===== src/rtl/mcu_timer.sv =====
// Memory-mapped prescaled timer with compare-match, auto-reload and interrupt.
// Define TIMER_IRQ_EN to implement the CTRL.IE bit and drive irq; otherwise irq is tied low.
module mcu_timer #(
  parameter int CNT_W = 32,
  parameter int PSC_W = 8
) (
  input  logic        clk,
  input  logic        reset,
  input  logic        sel,
  input  logic        we,
  input  logic [31:0] addr,
  input  logic [31:0] wData,
  output logic [31:0] rData,
  output logic        irq
);

  localparam logic [1:0] OFF_CTRL   = 2'd0;
  localparam logic [1:0] OFF_COUNT  = 2'd1;
  localparam logic [1:0] OFF_CMP    = 2'd2;
  localparam logic [1:0] OFF_STATUS = 2'd3;

  logic             en_q, en_d;
  logic             ar_q, ar_d;
  logic [PSC_W-1:0] psc_q, psc_d;
  logic [PSC_W-1:0] psc_cnt_q, psc_cnt_d;
  logic [CNT_W-1:0] count_q, count_d;
  logic [CNT_W-1:0] cmp_q, cmp_d;
  logic             match_q, match_d;
  logic             ie;

  logic             wr_ctrl, wr_count, wr_cmp, wr_status;
  logic             tick, hit;
  logic [31:0]      ctrl_rd;
  logic             unused_bits;

  assign wr_ctrl   = sel & we & (addr[3:2] == OFF_CTRL);
  assign wr_count  = sel & we & (addr[3:2] == OFF_COUNT);
  assign wr_cmp    = sel & we & (addr[3:2] == OFF_CMP);
  assign wr_status = sel & we & (addr[3:2] == OFF_STATUS);

  assign tick        = en_q & (psc_cnt_q == psc_q);
  assign hit         = (count_q == cmp_q);
  assign unused_bits = ^{addr[31:4], addr[1:0], wData};

  // Later assignments override earlier ones: tick < COUNT write < CLR; a match set beats W1C.
  always_comb begin
    en_d      = en_q;
    ar_d      = ar_q;
    psc_d     = psc_q;
    psc_cnt_d = psc_cnt_q;
    count_d   = count_q;
    cmp_d     = cmp_q;
    match_d   = match_q;

    if (en_q) begin
      psc_cnt_d = tick ? '0 : psc_cnt_q + 1'b1;
    end

    if (tick) begin
      count_d = (hit && ar_q) ? '0 : count_q + 1'b1;
    end

    if (wr_status && wData[0]) begin
      match_d = 1'b0;
    end
    if (tick && hit) begin
      match_d = 1'b1;
    end

    if (wr_cmp) begin
      cmp_d = wData[CNT_W-1:0];
    end

    if (wr_count) begin
      count_d = wData[CNT_W-1:0];
    end

    if (wr_ctrl) begin
      en_d  = wData[0];
      ar_d  = wData[2];
      psc_d = wData[8 +: PSC_W];
      if (wData[1]) begin
        count_d   = '0;
        psc_cnt_d = '0;
      end
    end
  end

  always_ff @(posedge clk or posedge reset) begin
    if (reset) begin
      en_q      <= 1'b0;
      ar_q      <= 1'b0;
      psc_q     <= '0;
      psc_cnt_q <= '0;
      count_q   <= '0;
      cmp_q     <= '0;
      match_q   <= 1'b0;
    end else begin
      en_q      <= en_d;
      ar_q      <= ar_d;
      psc_q     <= psc_d;
      psc_cnt_q <= psc_cnt_d;
      count_q   <= count_d;
      cmp_q     <= cmp_d;
      match_q   <= match_d;
    end
  end

`ifdef TIMER_IRQ_EN
  logic ie_q, ie_d;
  logic irq_q, irq_d;

  always_comb begin
    ie_d  = wr_ctrl ? wData[3] : ie_q;
    irq_d = match_q & ie_q;
  end

  always_ff @(posedge clk or posedge reset) begin
    if (reset) begin
      ie_q  <= 1'b0;
      irq_q <= 1'b0;
    end else begin
      ie_q  <= ie_d;
      irq_q <= irq_d;
    end
  end

  assign ie  = ie_q;
  assign irq = irq_q;
`else
  assign ie  = 1'b0;
  assign irq = 1'b0;
`endif

  always_comb begin
    ctrl_rd             = '0;
    ctrl_rd[0]          = en_q;
    ctrl_rd[2]          = ar_q;
    ctrl_rd[3]          = ie;
    ctrl_rd[8 +: PSC_W] = psc_q;
  end

  always_comb begin
    rData = '0;
    if (sel) begin
      case (addr[3:2])
        OFF_CTRL:   rData = ctrl_rd;
        OFF_COUNT:  rData = 32'(count_q);
        OFF_CMP:    rData = 32'(cmp_q);
        OFF_STATUS: rData = {31'b0, match_q};
        default:    rData = '0;
      endcase
    end
  end

endmodule


===== config.mk =====
export PLATFORM = sky130hd
export DESIGN_NAME = mcu_timer
export DESIGN_NICKNAME = d
export VERILOG_FILES = /design/src/rtl/mcu_timer.sv
export SDC_FILE = /design/constraint.sdc
export NUM_CORES = 1
export LEC_CHECK = 0
export ABC_AREA = 1
export BUFFER_PORTS_ARGS = -buffer_cell sky130_fd_sc_hd__buf_2
export CORE_UTILIZATION = 40
export DETAILED_ROUTE_END_ITERATION = 12
export PLACE_DENSITY_LB_ADDON = 0.2
export RECOVER_POWER = 50
export SLEW_MARGIN = 20
export SYNTH_ARGS = -nofsm -noshare
export SYNTH_HDL_FRONTEND = slang
export SYNTH_SLANG_ARGS = --single-unit
export TNS_END_PERCENT = 1

===== constraint.sdc =====
create_clock -name clk -period 2.9 [get_ports clk]
set_input_delay 0.87 -clock clk [delete_from_list [all_inputs] [get_ports clk]]
set_output_delay 0.87 -clock clk [all_outputs]
set_load 0.01 [all_outputs]

==> reports/results.tsv, run 1 <==
metric	value	unit
period utilization	95.3	%
Die W	124	um
largest cells by area after synthesis	dfrtp_1 (35%), nand2_1 (20%), a21oi_1 (7.4%), inv_1 (7.4%), nor2_1 (6.0%)	
Synth Area in XOR/XNOR	1.18	%
n_diodes	0	
top sig layer	met4	
Tmin final	2760	ps
Slew Limit Headroom	9.10	%
Post-CTS Hold Fix Bufs	0	
Remaining Overflow, GRT	0	
post-cts sizing count	0	
Power, Total	4180	uW
Critical Path Fanout Max	8	
setup ws final	137	ps
setup tns final	0	ps
met1 wire length	8400	um
most frequent cells in the layout	nand2_1 (315), inv_1 (114), nor2_1 (96), a21oi_1 (87), dfrtp_1 (83)	
cell taking the most area after synthesis	dfrtp_1	
Arr. time, crit path	1890	ps
f_max	362	MHz
simple-gate share of the synthesized area	39.4	%
Via density	4.99	
WHS Path Cells	1	
crit path kind	in -> out	
RD Place Congestion	0.851	
largest net degree at the start of global routing	33	
antenna violations before repair	0	
CTS Sinks	83	
post-synth net total	1005	
vertical die dimension	124	um
Max VDD drop	0.304	mV
worst hold path type	reg -> reg	
Via Count	5921	
DRT Pass-1 Iters	6	
post-synth cell types	37	
Mapped Area	0.00592	mm2
H-tree depth	3	
GRT Util Overall	23.1	%
TritonCTS Buffers	9	
MaxCap Viol Count	0	
Rows	44	
Post-DRT Antenna Nets	0	
Synth top area share	35.1	%
first-pass GRT wire length	27200	um
TritonCTS clock tree	yes	
final WL	16500	um
largest family of logic cells by synthesized area	simple AND/OR/NAND/NOR gates	
Worst EP required	2030	ps
Reg2Reg Depth	12	
Synth Register Bits	83	
DRT iter0 DRCs	399	
number of port buffers	69	
crit start category	input pin	
CTS clock-pin slew for the worst setup and hold paths	60	ps
Mapped Avg Cell Area	6.33	um2
DRC	0	
CTS root buffer	clkbuf_16	
Synth Warn #	0	
Setup Buffers After CTS	0	
ratio of cells with drive above 1 in the final layout	14.0	%
CP endpoint kind	output pin	
die area	0.0153	mm2
final setup vio count	0	
most common cell after layout, fill and taps aside	nand2_1	
unrepaired setup endpoints after global routing	false	
wire length on met2	7140	um
# nets final	1068	
I/O pin cnt	101	
Core Region	0.0145	mm2
clk_lat worst skew	350	ps
Pleak	0.00349	uW
status	complete, no violations	
sequential area share after synthesis	35.1	%
Worst-Margin Slew	1360	ps
mux cell area share after synthesis	0.952	%
Max Slew Vio Count	0	
synthesis-to-layout area growth	14.9	%
drt wl/cell	13.9	um
CTS Buffer Depth	2	
Synth Area in Adders	0.423	%
HPWL Detailed	12600	um
Mapped Cells	935	
met3 WL	737	um
skew final	7.09	ps
final count of hold timing violations	0	
Initial Util	40.9	%
post-place setup slack	72.4	ps
post-synthesis compound-gate area fraction	11.4	%
Pwr Density	615	mW/mm2
number of global-route vias before repair	5373	
[layout make-up]
type,count,area (um2)
fill,1533,7680
multi-input combinational,686,3160
sequential,83,2080
timing repair buffer,89,519
inverter,129,485
clock buffer,12,256
tap,184,230
clock inverter,4,72.6
[synth_stat cells (all sizes together)]
library cell,number
a21oi,89
a22o,1
and2,1
buf,22
clkbuf,15
clkinv,2
conb,1
dfrtp,83
ha,2
inv,127
mux2,5
nand2,320
nand3,70
nand3b,8
nand4,18
nor2,109
nor3,13
nor3b,1
nor4,1
o21ai,29
o221ai,1
o22ai,8
o32ai,1
xor2,8
[critical path, cell delays in order]
cell      delay (ps)
buf_2            130
inv_1             50
nor2_2           100
clkinv_1         120
buf_4            190
o22ai_1          110
o21ai_0          130
inv_1             70
buf_2            120
[per-layer routing]
layer / vias to the layer above / global-route usage, %
li1: 3063 / -
met1: 2705 / 33.8
met2: 139 / 34.9
met3: 14 / 3.85
met4: 0 / 6.10
met5: - / 0
[cell families after synthesis]
| logic type | after synthesis |
|---|---|
| xor gates and xnor gates | 8 |
| buffers and inverters | 166 |
| DFF | 83 |
| other | 1 |
| AOI/OAI and AO/OA | 129 |
| adders and majority gates | 2 |
| and+or+nand+nor | 541 |
| muxes | 5 |
[through the flow]
step / instance area [um2] / utilization (%) / hold slack [ps] / std cells
after CTS: 6830 / 47.2 / 513 / 1187
after global placement: 6500 / 44.9 / 498 / 1171
after floorplan: 5920 / - / 474 / 935
final: 6800 / 46.9 / 511 / 1187
after detailed placement: 6500 / 44.9 / 496 / 1171
after global routing: 6800 / 46.9 / 555 / 1187
[path summary, 6_finish.rpt]
kind                                       start                endpoint  slack [ps]
setup / recovery                         addr[3]                rData[8]         140
hold / removal               match_q$_DFFE_PP0P_     match_q$_DFFE_PP0P_         510
setup reg to reg           count_q[18]$_DFF_PP0_   count_q[16]$_DFF_PP0_         780
hold reg to reg              match_q$_DFFE_PP0P_     match_q$_DFFE_PP0P_         510
max in group asynchronous                  reset   cmp_q[31]$_DFFE_PP0P_         470
min in group asynchronous                  reset  psc_cnt_q[3]$_DFF_PP0_         630
[state kept, by name, indices dropped and copies added (netlist names)]
name	flops
match_q	1
psc_q	8
ar_q	1
en_q	1
cmp_q	32
count_q	32
psc_cnt_q	8
[where the power goes]
part / switching [uW] / internal (uW) / leakage, uW / total, uW
Clock: 473 / 800 / 0.000159 / 1270
Combinational: 773 / 464 / 0.00233 / 1240
Sequential: 279 / 1400 / 0.00100 / 1670
Note: power is estimated with default switching activity, not from simulation.
==> inputs of run 2 (changes only) <==
==> constraint.sdc (replaced) <==
create_clock -name clk -period 2.9 [get_ports clk]
set_input_delay 0.87 -clock clk [delete_from_list [all_inputs] [get_ports clk]]
set_output_delay 0.87 -clock clk [all_outputs]
set_load 0.1 [all_outputs]
==> reports/results.tsv, run 2 (synthesis gave the netlist of run 1 again) <==
metric	value	unit
GR Util met2	36.3	%
first-pass GRT wire length	27400	um
reg-to-reg startpoint	count_q[19]$_DFF_PP0_	
CTS root buffer	clkbuf_16	
number of global-route vias before repair	5462	
most common cell after layout, fill and taps aside	nand2_1	
n_diodes	0	
unrepaired setup endpoints after global routing	true	
Max Slew Vio Count	84	
Critical Path Fanout Max	8	
Die W	124	um
Initial Util	40.9	%
final hold slack	504	ps
Remaining Overflow, GRT	0	
placed cell area	0.00723	mm2
CTS Sinks	83	
hold_sp	match_q$_DFFE_PP0P_	
final setup vio count	0	
CTS clock-pin slew for the worst setup and hold paths	60	ps
CP endpoint kind	output pin	
f_max	351	MHz
Post-CTS Hold Fix Bufs	0	
Via density	5.05	
skew final	7.37	ps
HPWL Detailed	12300	um
crit path kind	in -> out	
H-tree depth	3	
vertical die dimension	124	um
# nets final	1065	
DRC	0	
post-route cell area	0.00753	mm2
Via Count	5980	
Max VDD drop	0.245	mV
Critical Path Source	addr[3]	
I/O pin cnt	101	
antenna violations before repair	0	
Post-DRT Antenna Nets	0	
TritonCTS clock tree	yes	
Worst-Margin Slew	1920	ps
CTS Buffer Depth	2	
grt met1 use	33.6	%
final WL	16600	um
die area	0.0153	mm2
GRT Util Overall	23.3	%
Setup Buffers After CTS	0	
number of port buffers	69	
Pwr Density	613	mW/mm2
MaxCap Viol Count	1	
status	finished, violations left	
DRT Pass-1 Iters	5	
drt wl/cell	14.0	um
clk_lat worst skew	360	ps
TritonCTS Buffers	9	
grt met3 use	2.79	%
most frequent cells in the layout	nand2_1 (315), inv_1 (113), nor2_1 (95), dfrtp_1 (83), nand3_1 (67)	
synthesis-to-layout area growth	27.2	%
Most Used Layer, Global Route	met2	
Arr. time, crit path	1980	ps
largest net degree at the start of global routing	84	
Pleak	0.00360	uW
Slew Limit Headroom	-28.3	%
Cell Count Post-Placement	1168	
DRT iter0 DRCs	476	
RD Place Congestion	0.880	
Cell Count, Final, Fillers Out	1184	
final count of hold timing violations	0	
Worst EP required	2030	ps
Core Region	0.0145	mm2
crit start category	input pin	
ratio of cells with drive above 1 in the final layout	16.9	%
Rows	44	
Tmin final	2850	ps
Filler Cell Count	1448	
leading registers by flop count	cmp_q: 32 flops, count_q: 32 flops	
violated checks	max-capacitance violations, max-slew violations	
worst hold path type	reg -> reg	
period utilization	98.3	%
-- run 2: changes by cell type in the layout (fill, tap and decap cells not counted), sizes merged --
cell and delta:
dlymetal6s4s -1, dlymetal6s2s -1, buf +1, clkinv +1
clkbuf -4, clkinvlp +1
-- run 2: power by group --
group | total (uW) | leakage (uW) | switching (uW) | internal (uW)
clock network | 1280 | 0.000155 | 502 | 777
logic | 1670 | 0.00245 | 1070 | 596
registers | 1670 | 0.00100 | 274 | 1390
total | 4620 | 0.00360 | 1850 | 2770
-- run 2: area by class of cell --
| class | count | area, um2 | area share [%] |
|---|---|---|---|
| multi-input combinational | 686 | 3420 | 45.4 |
| timing repair buffer | 86 | 990 | 13.1 |
| clock buffer | 10 | 239 | 3.17 |
| clock inverter | 6 | 88.8 | 1.18 |
| inverter | 129 | 487 | 6.47 |
| sequential | 83 | 2080 | 27.6 |
| tap | 184 | 230 | 3.06 |
-- run 2: worst max-delay path: stages --
cell and delay [ps]:
buf_2 140, inv_1 80, nor2_4 120, clkinv_2 100, buf_12 150, o22ai_1 90
o21ai_0 130, inv_1 120, buf_12 180
-- run 2: through the flow --
step | setup TNS (ps) | worst slack (ps) | power, uW | util [%]
after global placement | 0 | 14.5 | 3330 | 49.9
after CTS | -8.14 | -8.14 | 4640 | 52.2
after floorplan | -12530 | -136 | 2870 | -
after detailed placement | -7.79 | -7.79 | 3350 | 49.9
after global routing | -130 | -44.5 | 4900 | 52.0
final | 0 | 50.7 | 4620 | 52.0
-- run 2: repair_timing --
| item | 4_1_cts | 5_1_grt |
|---|---|---|
| gates cloned | 0 | 0 |
| gates resized for setup | 1 | 4 |
| endpoints found under the setup margin | 3 | 10 |
-- run 2: routing by layer --
metal / wire [um] / part of all wire (%)
met3: 538 / 3.2
met4: 252 / 1.5
met2: 7480 / 45
met1: 8290 / 50
met5: 0 / 0
-- run 2: path summary, 6_finish.rpt --
kind | endpoint | slack, ps | cells after the start
worst max-delay path | rData[10] | 50 | 9
worst max register to register | count_q[15]$_DFF_PP0_ | 760 | 12
worst min-delay path | match_q$_DFFE_PP0P_ | 500 | 1
worst min register to register | match_q$_DFFE_PP0P_ | 500 | 1
min in group asynchronous | psc_cnt_q[6]$_DFF_PP0_ | 1240 | 3
max in group asynchronous | cmp_q[26]$_DFFE_PP0P_ | 530 | 3
==> inputs of run 3 (changes only) <==
--- a/config.mk
+++ b/config.mk
@@ -7,7 +7,9 @@
 export LEC_CHECK = 0
 export ABC_AREA = 1
 export BUFFER_PORTS_ARGS = -buffer_cell sky130_fd_sc_hd__buf_2
-export CORE_UTILIZATION = 40
+export CELL_PAD_IN_SITES_DETAIL_PLACEMENT = 1
+export CELL_PAD_IN_SITES_GLOBAL_PLACEMENT = 1
+export CORE_UTILIZATION = 36
 export DETAILED_ROUTE_END_ITERATION = 12
 export PLACE_DENSITY_LB_ADDON = 0.2
 export RECOVER_POWER = 50
==> reports/results.tsv, run 3 (synthesis gave the netlist of run 1 again) <==
metric	value	unit
leading registers by flop count	cmp_q: 32 flops, count_q: 32 flops	
number of global-route vias before repair	6253	
post-place setup slack	-16.2	ps
number of port buffers	69	
Post-CTS Hold Fix Bufs	0	
CTS root buffer	clkbuf_16	
# nets final	1071	
slowest stage cell, crit path	buf_6	
n_diodes	0	
Setup Buffers After CTS	0	
Rows	46	
final count of hold timing violations	0	
clk_lat worst skew	350	ps
multi-input logic area	0.00343	mm2
most frequent cells in the layout	nand2_1 (315), inv_1 (113), nor2_1 (94), dfrtp_1 (83), nand3_1 (67)	
CTS Buffer Depth	2	
crit path kind	in -> out	
Initial Util	37.1	%
HPWL Detailed	14600	um
CP peak stage delay	230	ps
setup ws final	26.7	ps
Via density	5.04	
TritonCTS clock tree	yes	
Max VDD drop	0.272	mV
Die W	130	um
final setup vio count	0	
Pleak	0.00363	uW
Slew Limit Headroom	-35.7	%
RD Place Congestion	0.835	
Remaining Overflow, GRT	0	
drt wl/cell	15.9	um
final WL	19400	um
DRT Pass-1 Iters	4	
largest net degree at the start of global routing	84	
period utilization	99.1	%
Pwr Density	601	mW/mm2
I/O pin cnt	101	
Max Slew Vio Count	84	
cells along the critical path	buf_2, inv_1, nor2_4, buf_6, nand2_1, a21oi_4, buf_12	
MaxCap Viol Count	1	
CTS clock-pin slew for the worst setup and hold paths	60	ps
TritonCTS Buffers	9	
DRC	0	
fin util	47.8	%
GRT Util Overall	24.5	%
Via Count	6163	
most common cell after layout, fill and taps aside	nand2_1	
Sequential Area	0.00208	mm2
Filler Cell Count	2102	
status	finished, violations left	
Post-DRT Antenna Nets	0	
Worst-Margin Slew	2040	ps
CTS Sinks	83	
ratio of cells with drive above 1 in the final layout	17.5	%
Tmin final	2870	ps
violated checks	max-capacitance violations, max-slew violations	
Worst EP required	2030	ps
die area	0.0169	mm2
Arr. time, crit path	2000	ps
Critical Path Fanout Max	21	
DRT iter0 DRCs	273	
CP endpoint kind	output pin	
Core Region	0.0159	mm2
final hold slack	516	ps
first-pass GRT wire length	32200	um
antenna violations before repair	0	
f_max	348	MHz
synthesis-to-layout area growth	28.9	%
worst hold path type	reg -> reg	
skew final	7.59	ps
vertical die dimension	130	um
H-tree depth	3	
crit start category	input pin	
unrepaired setup endpoints after global routing	true	
[run 3: what timing repair did]
action / CTS / global route
gates resized for setup: 2 / 11
hold endpoints to repair: 0 / 0
pin swaps: 0 / 0
setup endpoints to repair: 6 / 10
[run 3: metal layers]
metal / vias up / share of wire [%] / global-route usage, %
met2: 80 / 47 / 41.4
met3: 15 / 2.9 / 2.38
met4: 0 / 0.97 / 5.88
met1: 2997 / 49 / 33.7
li1: 3071 / - / -
met5: - / 0 / 0
[run 3: through the flow]
step / std cells / instance area (um2) / total power, uW / setup TNS, ps
3_5_place_dp: 1206 / 7320 / 3420 / -29.8
4_1_cts: 1222 / 7630 / 4600 / 0
2_1_floorplan: 935 / 6170 / 2870 / -12530
6_report: 1222 / 7620 / 4580 / 0
3_3_place_gp: 1206 / 7320 / 3370 / -3.13
5_1_grt: 1222 / 7620 / 4870 / -23.5
[run 3: final timing paths]
kind                                       startpoint                      to  slack, ps  depth (start not counted)
min in group asynchronous                       reset  psc_cnt_q[4]$_DFF_PP0_       1260                          3
worst max register to register  count_q[19]$_DFF_PP0_   count_q[18]$_DFF_PP0_        720                         12
worst min-delay path              match_q$_DFFE_PP0P_     match_q$_DFFE_PP0P_        520                          1
worst max-delay path                          addr[3]               rData[21]         30                          7
max in group asynchronous                       reset    cmp_q[7]$_DFFE_PP0P_        410                          3
worst min register to register    match_q$_DFFE_PP0P_     match_q$_DFFE_PP0P_        520                          1
[run 3: critical path: cells and delay by family]
| kind | cells | cell delay [ps] |
|---|---|---|
| AOI/OAI and AO/OA | 1 | 180 |
| buffers and inverters | 4 | 670 |
| and+or+nand+nor | 2 | 270 |
[run 3: final cells by class]
class                           instances  area share [%]
Multi-Input combinational cell        686            45.0
Sequential cell                        83            27.2
Timing Repair Buffer                   92            13.9
Inverter                              129            6.40
Clock buffer                           13            3.68
Tap cell                              216            3.55
Clock inverter                          3           0.263
[run 3: power breakdown]
part,total (uW),switching (uW),internal (uW)
logic,1740,1130,609
clock network,1170,492,673
registers,1680,284,1390
